<file path="config.mk">
export PLATFORM = sky130hd
export DESIGN_NAME = mdu_iter_flat
export DESIGN_NICKNAME = d
export VERILOG_FILES = /design/src/rtl/mdu_if.sv /design/src/rtl/mdu_iter.sv /design/src/flat_wrapper.sv
export SDC_FILE = /design/constraint.sdc
export NUM_CORES = 1
export LEC_CHECK = 0
export CAP_MARGIN = 5
export CORE_ASPECT_RATIO = 0.75
export CORE_MARGIN = 10
export CORE_UTILIZATION = 40
export DETAILED_ROUTE_END_ITERATION = 16
export PLACE_DENSITY_LB_ADDON = 0.05
export SYNTH_ARGS = -nofsm -noshare
export SYNTH_HDL_FRONTEND = slang
export SYNTH_SLANG_ARGS = --single-unit
</file>
<file path="constraint.sdc">
create_clock -name clk -period 4.2 [get_ports clk]
set_input_delay 0.84 -clock clk [delete_from_list [all_inputs] [get_ports clk]]
set_output_delay 0.84 -clock clk [all_outputs]
set_load 0.03 [all_outputs]
</file>
<file path="src/rtl/mdu_if.sv">
// Execute-stage bus between the control unit and the iterative multiply/divide unit.
interface mdu_if #(
    parameter int unsigned M = 32
);
    logic [M-1:0] a;
    logic [M-1:0] b;
    logic [2:0]   op;
    logic         start;
    logic         busy;
    logic         done;
    logic [M-1:0] hi;
    logic [M-1:0] lo;

    modport master (output a, b, op, start, input busy, done, hi, lo);
    modport slave  (input a, b, op, start, output busy, done, hi, lo);
endinterface

</file>
<file path="src/rtl/mdu_iter.sv">
// Iterative multiply/divide unit owning HI/LO: shift-add multiply, restoring divide,
// one bit per cycle on operand magnitudes, sign fix-up applied when the result is written.
module mdu_iter #(
    parameter int unsigned M = 32
) (
    input  logic  clk,
    input  logic  rst_n,
    mdu_if.slave  bus
);
    localparam int unsigned CW = $clog2(M) + 1;

    typedef enum logic [1:0] {IDLE, RUN, FIN} state_t;

    state_t         state_q;
    logic [CW-1:0]  cnt_q;
    logic [2*M-1:0] acc_q;
    logic [M-1:0]   opnd_q;
    logic [M-1:0]   a_raw_q;
    logic           is_div_q;
    logic           bzero_q;
    logic           neg_lo_q;
    logic           neg_hi_q;
    logic           busy_q;
    logic           done_q;
    logic [M-1:0]   hi_q;
    logic [M-1:0]   lo_q;

    logic           a_neg_c;
    logic           b_neg_c;
    logic [M-1:0]   mag_a_c;
    logic [M-1:0]   mag_b_c;
    logic [M:0]     mul_sum_c;
    logic [2*M-1:0] mul_next_c;
    logic [M:0]     div_shift_c;
    logic [M:0]     div_diff_c;
    logic [2*M-1:0] div_next_c;
    logic [2*M-1:0] prod_fix_c;
    logic [M-1:0]   quot_fix_c;
    logic [M-1:0]   rem_fix_c;

    // Operand magnitudes at latch time; op[0] marks the signed variants.
    always_comb begin
        a_neg_c = bus.op[0] & bus.a[M-1];
        b_neg_c = bus.op[0] & bus.b[M-1];
        mag_a_c = a_neg_c ? (~bus.a + M'(1)) : bus.a;
        mag_b_c = b_neg_c ? (~bus.b + M'(1)) : bus.b;
    end

    // One iteration step for both algorithms, sharing acc_q as {upper, lower} halves.
    always_comb begin
        mul_sum_c   = {1'b0, acc_q[2*M-1:M]} + (acc_q[0] ? {1'b0, opnd_q} : (M+1)'(0));
        mul_next_c  = {mul_sum_c, acc_q[M-1:1]};
        div_shift_c = acc_q[2*M-1:M-1];
        div_diff_c  = div_shift_c - {1'b0, opnd_q};
        div_next_c  = div_diff_c[M] ? {acc_q[2*M-2:0], 1'b0}
                                    : {div_diff_c[M-1:0], acc_q[M-2:0], 1'b1};
    end

    // Sign fix-up of the finished magnitude result.
    always_comb begin
        prod_fix_c = neg_lo_q ? (~acc_q + (2*M)'(1)) : acc_q;
        quot_fix_c = neg_lo_q ? (~acc_q[M-1:0] + M'(1)) : acc_q[M-1:0];
        rem_fix_c  = neg_hi_q ? (~acc_q[2*M-1:M] + M'(1)) : acc_q[2*M-1:M];
    end

    always_ff @(posedge clk or negedge rst_n) begin
        if (!rst_n) begin
            state_q  <= IDLE;
            cnt_q    <= '0;
            acc_q    <= '0;
            opnd_q   <= '0;
            a_raw_q  <= '0;
            is_div_q <= 1'b0;
            bzero_q  <= 1'b0;
            neg_lo_q <= 1'b0;
            neg_hi_q <= 1'b0;
            busy_q   <= 1'b0;
            done_q   <= 1'b0;
            hi_q     <= '0;
            lo_q     <= '0;
        end else begin
            done_q <= 1'b0;
            case (state_q)
                IDLE: begin
                    if (bus.start) begin
                        case (bus.op)
                            3'b000, 3'b001, 3'b010, 3'b011: begin
                                is_div_q <= bus.op[1];
                                bzero_q  <= (bus.b == '0);
                                a_raw_q  <= bus.a;
                                neg_lo_q <= a_neg_c ^ b_neg_c;
                                neg_hi_q <= a_neg_c;
                                // Multiply shifts the multiplier out of the low half;
                                // divide shifts the dividend out of it.
                                acc_q    <= bus.op[1] ? {M'(0), mag_a_c} : {M'(0), mag_b_c};
                                opnd_q   <= bus.op[1] ? mag_b_c : mag_a_c;
                                cnt_q    <= '0;
                                busy_q   <= 1'b1;
                                state_q  <= RUN;
                            end
                            3'b100:  hi_q <= bus.a;
                            3'b101:  lo_q <= bus.a;
                            default: ;
                        endcase
                    end
                end
                RUN: begin
                    acc_q <= is_div_q ? div_next_c : mul_next_c;
                    cnt_q <= cnt_q + CW'(1);
                    if (cnt_q == CW'(M - 1)) begin
                        state_q <= FIN;
                    end
                end
                FIN: begin
                    if (!is_div_q) begin
                        {hi_q, lo_q} <= prod_fix_c;
                    end else if (bzero_q) begin
                        hi_q <= a_raw_q;
                        lo_q <= '1;
                    end else begin
                        hi_q <= rem_fix_c;
                        lo_q <= quot_fix_c;
                    end
                    busy_q  <= 1'b0;
                    done_q  <= 1'b1;
                    state_q <= IDLE;
                end
                default: state_q <= IDLE;
            endcase
        end
    end

    assign bus.busy = busy_q;
    assign bus.done = done_q;
    assign bus.hi   = hi_q;
    assign bus.lo   = lo_q;

endmodule

</file>
<file path="src/flat_wrapper.sv">
// flat-port wrapper written by rule: the top's interface ports become plain ports
module mdu_iter_flat 
#(
    parameter int unsigned M = 32
)
  (clk, rst_n, bus_a, bus_b, bus_op, bus_start, bus_busy, bus_done, bus_hi, bus_lo);
  mdu_if #(.M(M)) bus_i ();
  input  logic clk;
  input  logic rst_n;
  input wire logic [$bits(bus_i.a)-1:0] bus_a;
  input wire logic [$bits(bus_i.b)-1:0] bus_b;
  input wire logic [$bits(bus_i.op)-1:0] bus_op;
  input wire logic [$bits(bus_i.start)-1:0] bus_start;
  output wire logic [$bits(bus_i.busy)-1:0] bus_busy;
  output wire logic [$bits(bus_i.done)-1:0] bus_done;
  output wire logic [$bits(bus_i.hi)-1:0] bus_hi;
  output wire logic [$bits(bus_i.lo)-1:0] bus_lo;
  assign bus_i.a = bus_a;
  assign bus_i.b = bus_b;
  assign bus_i.op = bus_op;
  assign bus_i.start = bus_start;
  assign bus_busy = bus_i.busy;
  assign bus_done = bus_i.done;
  assign bus_hi = bus_i.hi;
  assign bus_lo = bus_i.lo;
  mdu_iter #(.M(M)) u_core (.clk(clk), .rst_n(rst_n), .bus(bus_i));
endmodule
</file>
* Yosys cells after proc, flatten, opt, wreduce, memory -nomap -nowiden
Cells that the tools add are included.
** Word-level totals
- ROM bits :: 0
- Logic and storage cells :: 88
- Output and inout port bits :: 66
- Memories kept :: 0
- Register bits :: 206
- RAM bits :: 0
- Bits in latches :: 0
** Cells by class
- Magnitude comparators :: 0
- Eq/ne operators :: 13
- Reductions and logical operators :: 12
- Add/sub/neg operators :: 8
- Multiply operators :: 0
- Shift-type cells :: 0
- Multiplexer cells :: 34
- Bitwise gates (word level) :: 8
- Div/mod/pow operators :: 0
** Operators with widths (count)
- $mux W32 :: 15
- $mux W64 :: 5
- $add A32 B1 Y32 const B :: 4
- $not A32 Y32 :: 4
- $pmux W32 S2 :: 2
- $pmux W64 S2 :: 1
- $add A64 B1 Y64 const B :: 1
- $not A64 Y64 :: 1
- $add A32 B33 Y33 :: 1
- $sub A33 B32 Y33 :: 1
- $logic_not A32 Y1 :: 1
- $reduce_and A3 Y1 :: 6
- $mux W6 :: 2
- $pmux W6 S2 :: 1
- $ne A2 B2 Y1 const B :: 4
- $add A6 B1 Y6 const B :: 1
- $eq A3 B2 Y1 const B :: 2
- $eq A3 B3 Y1 const B :: 2
- $eq A6 B5 Y1 const B :: 1
- $mux W2 :: 3
- $pmux W2 S2 :: 1
- $reduce_bool A2 Y1 :: 2
- $reduce_or A4 Y1 :: 1
- $eq A3 B1 Y1 const B :: 1
- 9 further kinds :: 12

* Depth between registers and ports, before layout
Gate-level depths: netlist of run 1.
- Word-level depth :: 7
- Depth in mapped cells :: 13
- Mapped depth without buffers :: 12

* Worst setup path before layout of run 1
Ideal clock, no wire load.
- Path kind :: reg2reg
- From :: reg u_core.acc_q[0]
- To :: reg u_core.acc_q[56]
- Buffers on the path :: 2
- Setup time :: 0.142 ns
- Setup slack :: 0.768 ns
- Stages on the path, launching flop included :: 14
- Data arrival time :: 3.289 ns
- Cells stage by stage :: dfrtp_1 inv_1 clkbuf_1 nor2_1 ha_1 clkbuf_1 nand4_1 a211oi_1 a21bo_2 a2111oi_0 o21ai_0 mux2i_1 a2111oi_0 o21ai_0
** On the way
- Word-level cells in the longest chain between the ends :: 4
** RTL lines
- start, declared :: line mdu_iter.sv:16 : logic [2*M-1:0] acc_q;
- start signal, assigned :: line mdu_iter.sv:95 : acc_q <= bus.op[1] ? {M'(0), mag_a_c} : {M'(0), mag_b_c};
- start signal, assigned :: line mdu_iter.sv:108 : acc_q <= is_div_q ? div_next_c : mul_next_c;
- $mux W32 :: line mdu_iter.sv:51 : mul_sum_c = {1'b0, acc_q[2*M-1:M]} + (acc_q[0] ? {1'b0, opnd_q} : (M+1)'(0));
- $add A32 B33 Y33 :: line mdu_iter.sv:51
- $mux W64 :: line mdu_iter.sv:108
- $pmux W64 S2 :: line mdu_iter.sv:83 : case (state_q)
No other way between the ends.
A chain may end at the register's enable or synchronous reset.

* Worst setup path after layout of run 1
- From :: reg u_core.acc_q[33]
- To :: reg u_core.acc_q[63]
** On the way
- Word-level cells in the longest chain between the ends :: 4
** RTL lines
- $sub A33 B32 Y33 :: line mdu_iter.sv:54 : div_diff_c = div_shift_c - {1'b0, opnd_q};
- $mux W64 :: line mdu_iter.sv:55 : div_next_c = div_diff_c[M] ? {acc_q[2*M-2:0], 1'b0}
- $mux W64 * :: line mdu_iter.sv:108
- $pmux W64 S2 * :: line mdu_iter.sv:83
Every way passes the cells marked *; elsewhere a longest branch is shown, timed or not.

==> flow_metrics.tcl, run 1 <==
set metrics [dict create \
    wirelength_um 75220 \
    synth_largest_area_cell "dfrtp_1" \
    postCtsHoldBufs 0 \
    dp_hpwl_um 58220 \
    syn_inst 2257 \
    slew_violations 0 \
    final.setup_skew_ns 0.01818 \
    via_per_inst 6.086 \
    avgRoutedWirePerCell_um 25.31 \
    slew_headroom_pct 19.15 \
    cp-start-kind "flip-flop" \
    die_x_um 261.5 \
    ys_seq_elements 206 \
    drive_above_1_share_pct 9.440 \
    max_freq_mhz 254.1 \
    antenna_found_initial 0 \
    finalCriticalPeriod_ns 3.936 \
    grt_max_degree 86 \
    start_util_pct 40.43 \
    cts-resized-gates 0 \
    vias 18087 \
    rows 66 \
    synth_area_leaders "dfrtp_1, nand2_1, o21ai_0" \
    yosysUniqueCellTypes 87 \
    grt_pass1_vias 17132 \
    maxCapViolations 0 \
    die_y_um 201.1 \
    async_flop_share_pct 100.0 \
    place_congestion 1.007 \
    finalSetupTns_ns 0 \
    portBuffers 135 \
    clockRootBuffer "clkbuf_16" \
    cp-end-kind "flip-flop" \
    drt_iter0_markers 1910 \
    ant_nets 0 \
    seq_area_frac_synth_pct 29.46 \
    die-area_sq_um 52590 \
    drcViolationCount 0 \
    synth.top_cells.by_count "nand2_1, o21ai_0, dfrtp_1, nor2_1, a21oi_1" \
    cp.required_ns 4.61 \
    hp-class "primary input to asynchronous set/reset pin" \
    r2r.worst_path.cells 9 \
    setup_viol_count_final 0 \
    diodes 0 \
    io_pins 136 \
    p_total_w 0.01875 \
    synth_nets 2398 \
    arrival_ns 4.34 \
    syn_to_final_growth_pct 17.84 \
    worst_slew_pin_slew_ns 1.213 \
    peakVddDrop_mv 0.5158 \
    synth-main-ff-cell "dfrtp_1" \
    outcome "finished clean" \
    path_max_fanout 6 \
    synth_edf_count 0 \
    syn_area_sq_um 17500 \
    htree_num_levels 1 \
    cts_max_path_buffers 3 \
    cts_tree "built" \
    grt_first_pass_wirelength_um 112100 \
    r2r-end "u_core.acc_q[63]" \
    overflow 0 \
    num-nets-final 2519 \
    final_min_period_over_clock_period_pct 93.71 \
    power_density_nw_per_um2 909.3 \
    postCtsSetupRepairBufs 0 \
    grtUsageTotal_pct 27.72 \
    rsz0062_at_grt "no" \
    clk_pin_slew_ns 0.06 \
    clock-sinks 206 \
    first_pass_iters 7 \
    crit_type "flip-flop to flip-flop" \
    ys_warn_count 0 \
    clock_latency_ns 0.55 \
    synth.avg_cell_area_sq_um 7.752 \
    r2r_slack_ns 0.26 \
    synth_top_area_share_pct 29.46 \
    design.core.area_sq_um 43270 \
    p_leak_nw 8.670 \
    numCtsBuffers 25 \
    hold_violations 0 \
    yosysMostFrequentCell "nand2_1" \
    r2r-start "u_core.acc_q[33]" \
]
through the flow:
step	hold WS (ns)	cell area (sq um)	worst slack (ns)	instances	util, %
2_1_floorplan	0.4447	17500	0.7685	2257	-
3_3_place_gp	0.4610	19860	0.4460	2929	45.90
3_5_place_dp	0.4635	19860	0.3774	2929	45.90
4_1_cts	0.3024	20620	0.3797	2972	47.64
5_1_grt	0.3007	20620	0.1972	2972	47.64
6_report	0.2557	20620	0.2641	2972	47.64
routing by layer:
layer / part of all wire, % / vias to the layer above / routed length, um / track usage, %
met5: 0 / - / 0 / 0
met4: 2.0 / 0 / 1516 / 5.316
met3: 8.6 / 96 / 6466 / 5.327
met2: 42 / 809 / 31620 / 40.35
met1: 47 / 8833 / 35620 / 41.53
li1: - / 8349 / - / -
power breakdown:
group	switching, W	leakage, nW	internal (W)	total [W]
clock network	0.000947	0.364	0.00116	0.00211
logic	0.00777	5.76	0.00494	0.0127
registers	0.000961	2.55	0.00297	0.00393
total	0.00968	8.67	0.00907	0.0187
sequential cells by signal (all words and copies together), names as in the netlist:
name             count
u_core.bus.done      1
u_core.neg_lo_q      1
u_core.bzero_q       1
u_core.acc_q        64
u_core.bus.lo       32
u_core.a_raw_q      32
u_core.is_div_q      1
u_core.cnt_q         6
u_core.bus.hi       32
u_core.state_q       2
u_core.bus.busy      1
u_core.opnd_q       32
u_core.neg_hi_q      1
placed cells by master (no fill, tap or decap), types with 11 or more instances in the layout:
cell,synthesis,final
o211ai_1,38,38
nor2_1,197,194
clkbuf_16,0,25
o31ai_1,19,19
a21o_1,23,23
buf_4,5,128
o221ai_1,16,16
a21oi_1,172,172
xnor2_1,90,90
or2_2,14,14
inv_1,73,73
dfrtp_1,206,203
xor2_1,102,102
or3_1,25,25
o21a_1,13,13
a211oi_1,19,19
clkdlybuf4s50_1,0,133
nand2b_1,15,14
a221oi_1,11,11
a22oi_1,13,13
nand2_1,325,324
nand3_1,33,33
nor2b_1,12,12
nor4_1,14,14
a31oi_1,19,19
mux2i_1,63,63
o22ai_1,46,46
or4_1,12,12
o21ai_0,226,226
and3_1,11,11
ha_1,69,69
nor3_1,32,32
nand4_1,17,17
area by class of cell:
cell class	count	area [sq um]
fillers	4402	22660
well taps	578	723.2
repair buffers	265	2367
inverters	73	274.0
clock buffers	35	703.2
clock inverters	8	51.30
multi-input cells	1807	11340
flip-flops and latches	206	5159
how the worst max path moves through the flow:
stage	slack, ns	cells past startpoint	start	endpoint
after floorplan	0.77	13	u_core.acc_q[0]	u_core.acc_q[56]
after global routing	0.20	9	u_core.acc_q[33]	u_core.acc_q[63]
after CTS	0.38	9	u_core.acc_q[33]	u_core.acc_q[63]
final	0.26	9	u_core.acc_q[33]	u_core.acc_q[63]
after detailed placement	0.38	8	bus_a[16]	u_core.opnd_q[26]
after global placement	0.45	8	bus_a[16]	u_core.opnd_q[26]
kinds of logic after synthesis:
family                     after synthesis  share of synthesized area, %
DFF                                    206                         29.46
adders and majority gates               71                         5.163
muxes                                   70                         4.055
and+or+nand+nor                        762                         20.29
AOI/OAI and AO/OA                      712                         25.52
buffers and inverters                  244                         5.893
xor gates and xnor gates               192                         9.612
worst max-delay path, cell delays in order (launching register included):
cell and delay, ns:
dfrtp_1 0.51, ha_1 0.43, o211ai_1 0.10, a21oi_1 0.39, o21ai_0 0.41, a21oi_1 0.60, nor2b_1 0.19, o311ai_0 0.71
nor4bb_1 0.37, a211oi_1 0.08
(Power assumes the default switching activity.)
==> run 2, diff against run 1 <==
--- a/config.mk
+++ b/config.mk
@@ -10,7 +10,8 @@
 export CORE_MARGIN = 10
 export CORE_UTILIZATION = 40
 export DETAILED_ROUTE_END_ITERATION = 16
-export PLACE_DENSITY_LB_ADDON = 0.05
+export GPL_TIMING_DRIVEN = 0
+export PLACE_DENSITY = 0.68
 export SYNTH_ARGS = -nofsm -noshare
 export SYNTH_HDL_FRONTEND = slang
 export SYNTH_SLANG_ARGS = --single-unit
==> run 2 against run 1 <==
Compared with the run above: sequential cell count stayed put; largest cell class unchanged; critical path depth is 4 higher; highest routed layer unchanged; non-clock buffer count is 33 higher; die area stayed put; clock skew is 0.0048 ns lower; sequential share of layout area is 0.18 points higher.
==> flow_metrics.tcl, run 2 (synthesis gave the netlist of run 1 again) <==
set metrics [dict create \
    outcome "finished clean" \
    design.core.area_sq_um 43270 \
    ant_nets 0 \
    crit_chain "buf_2 > inv_1 > fa_1 > nand2b_1 > a21oi_2 > o21ai_0 > a211oi_2 > buf_4 > o221ai_2 > or2_2 > buf_2 > a221o_1 > a22oi_1" \
    clock-sinks 206 \
    syn_to_final_growth_pct 16.91 \
    power_density_nw_per_um2 945.3 \
    r2r-start "u_core.acc_q[32]" \
    grt_max_degree 105 \
    peakVddDrop_mv 0.4086 \
    clk_pin_slew_ns 0.07 \
    cp-end-kind "flip-flop" \
    die_y_um 201.1 \
    multi_input_area_sq_um 11340 \
    max_freq_mhz 243.8 \
    cp_top_family "compound AO/OA/AOI/OAI gates" \
    clock_latency_ns 0.56 \
    die_x_um 261.5 \
    avgRoutedWirePerCell_um 26.42 \
    r2r_slack_ns 0.1 \
    path_max_fanout 10 \
    overflow 0 \
    drt_iter0_markers 2306 \
    cts_max_path_buffers 3 \
    layout.area.seq_sq_um 5155 \
    cp-start-kind "flip-flop" \
    cts_tree "built" \
    p_leak_nw 8.397 \
    finalCriticalPeriod_ns 4.101 \
    antenna_found_initial 4 \
    hold_slack_ns 0.3565 \
    path_buf_inv 4 \
    slew_violations 0 \
    crit_type "flip-flop to flip-flop" \
    place_congestion 1.026 \
    grtUsageTotal_pct 29.22 \
    htree_num_levels 1 \
    layout_commonest_cell "nand2_1" \
    cp_slowest_cell "fa_1" \
    numCtsBuffers 25 \
    final.setup_skew_ns 0.01337 \
    diodes 0 \
    critPathMostFrequentCell "buf_2" \
    grt_first_pass_wirelength_um 116900 \
    p_total_w 0.01934 \
    drive_above_1_share_pct 5.315 \
    crit_path_max_incr_delay_ns 0.47 \
    rows 66 \
    die-area_sq_um 52590 \
    final_cell_mix "nand2_1, o21ai_0, dfrtp_1" \
    largest_register_ff_count 64 \
    final_min_period_over_clock_period_pct 97.64 \
    regMostFlops "u_core.acc_q" \
    via_per_inst 6.195 \
    start_util_pct 40.43 \
    grt_pass1_vias 17706 \
    io_pins 136 \
    num-nets-final 2552 \
    setup_viol_count_final 0 \
    drcViolationCount 0 \
    slew_headroom_pct 15.71 \
    hold_violations 0 \
    clockRootBuffer "clkbuf_16" \
    final_util_pct 47.27 \
    cp.required_ns 4.67 \
    hp-class "primary input to asynchronous set/reset pin" \
    maxCapViolations 0 \
    dp_hpwl_um 63140 \
    portBuffers 124 \
    worst_slew_pin_slew_ns 1.260 \
    rsz0062_at_grt "yes" \
    fillers 4387 \
    vias 18616 \
    crit_start "u_core.acc_q[32]" \
    first_pass_iters 6 \
    wirelength_um 79400 \
    arrival_ns 4.57 \
]
[run 2: metal layers]
| layer | GRT usage [%] | vias to the layer above | wire [um] |
|---|---|---|---|
| li1 | - | 8409 | - |
| met3 | 7.403 | 139 | 8971 |
| met1 | 42.72 | 9071 | 35770 |
| met2 | 42.14 | 997 | 32800 |
| met4 | 6.367 | 0 | 1859 |
| met5 | 0 | - | 0 |
[run 2: worst paths after layout]
kind                                 endpoint  cells past startpoint
max reg2reg                  u_core.acc_q[61]                     13
max                          u_core.acc_q[61]                     13
min in group clk           u_core.a_raw_q[15]                      2
min reg2reg                u_core.a_raw_q[15]                      2
max in group asynchronous    u_core.bus.lo[1]                      2
min                          u_core.acc_q[56]                      1
[run 2: final cells by class]
| class | instances | share of cell area, % |
|---|---|---|
| well taps | 578 | 3.536 |
| clock inverters | 11 | 0.9298 |
| plain buffers | 169 | 3.701 |
| inverters | 73 | 1.340 |
| multi-input cells | 1807 | 55.44 |
| clock buffers | 32 | 3.432 |
| repair buffers | 129 | 6.423 |
| flip-flops and latches | 206 | 25.20 |
[run 2: stage by stage]
step                TNS (ns)  cell area [sq um]  std cells  setup slack (ns)
global route        -0.01927              20450       3005          -0.01927
global placement    -1459.33              19460       2959            -7.024
detailed placement    -22.56              19500       2961            -1.009
finish                     0              20450       3005           0.09907
CTS                        0              20420       3004           0.01162
floorplan                  0              17500       2257            0.7685
[run 2: worst register-to-register path: stages (launching register included)]
cell	delay (ns)
dfrtp_1	0.41
buf_2	0.29
inv_1	0.23
fa_1	0.47
nand2b_1	0.19
a21oi_2	0.23
o21ai_0	0.24
a211oi_2	0.27
buf_4	0.19
o221ai_2	0.31
or2_2	0.42
buf_2	0.23
a221o_1	0.35
a22oi_1	0.18
[run 2: repair_timing]
action	in CTS	in global routing
pin swaps	1	1
resized for setup	7	12
hold buffers	0	0
setup buffers	1	2
setup endpoints to repair	33	33
[run 2: power breakdown]
group | total, W | leakage, nW | switching [W] | internal, W
sequential | 0.00395 | 2.55 | 0.000986 | 0.00296
combinational | 0.0129 | 5.42 | 0.00818 | 0.00476
clock | 0.00245 | 0.425 | 0.000974 | 0.00148
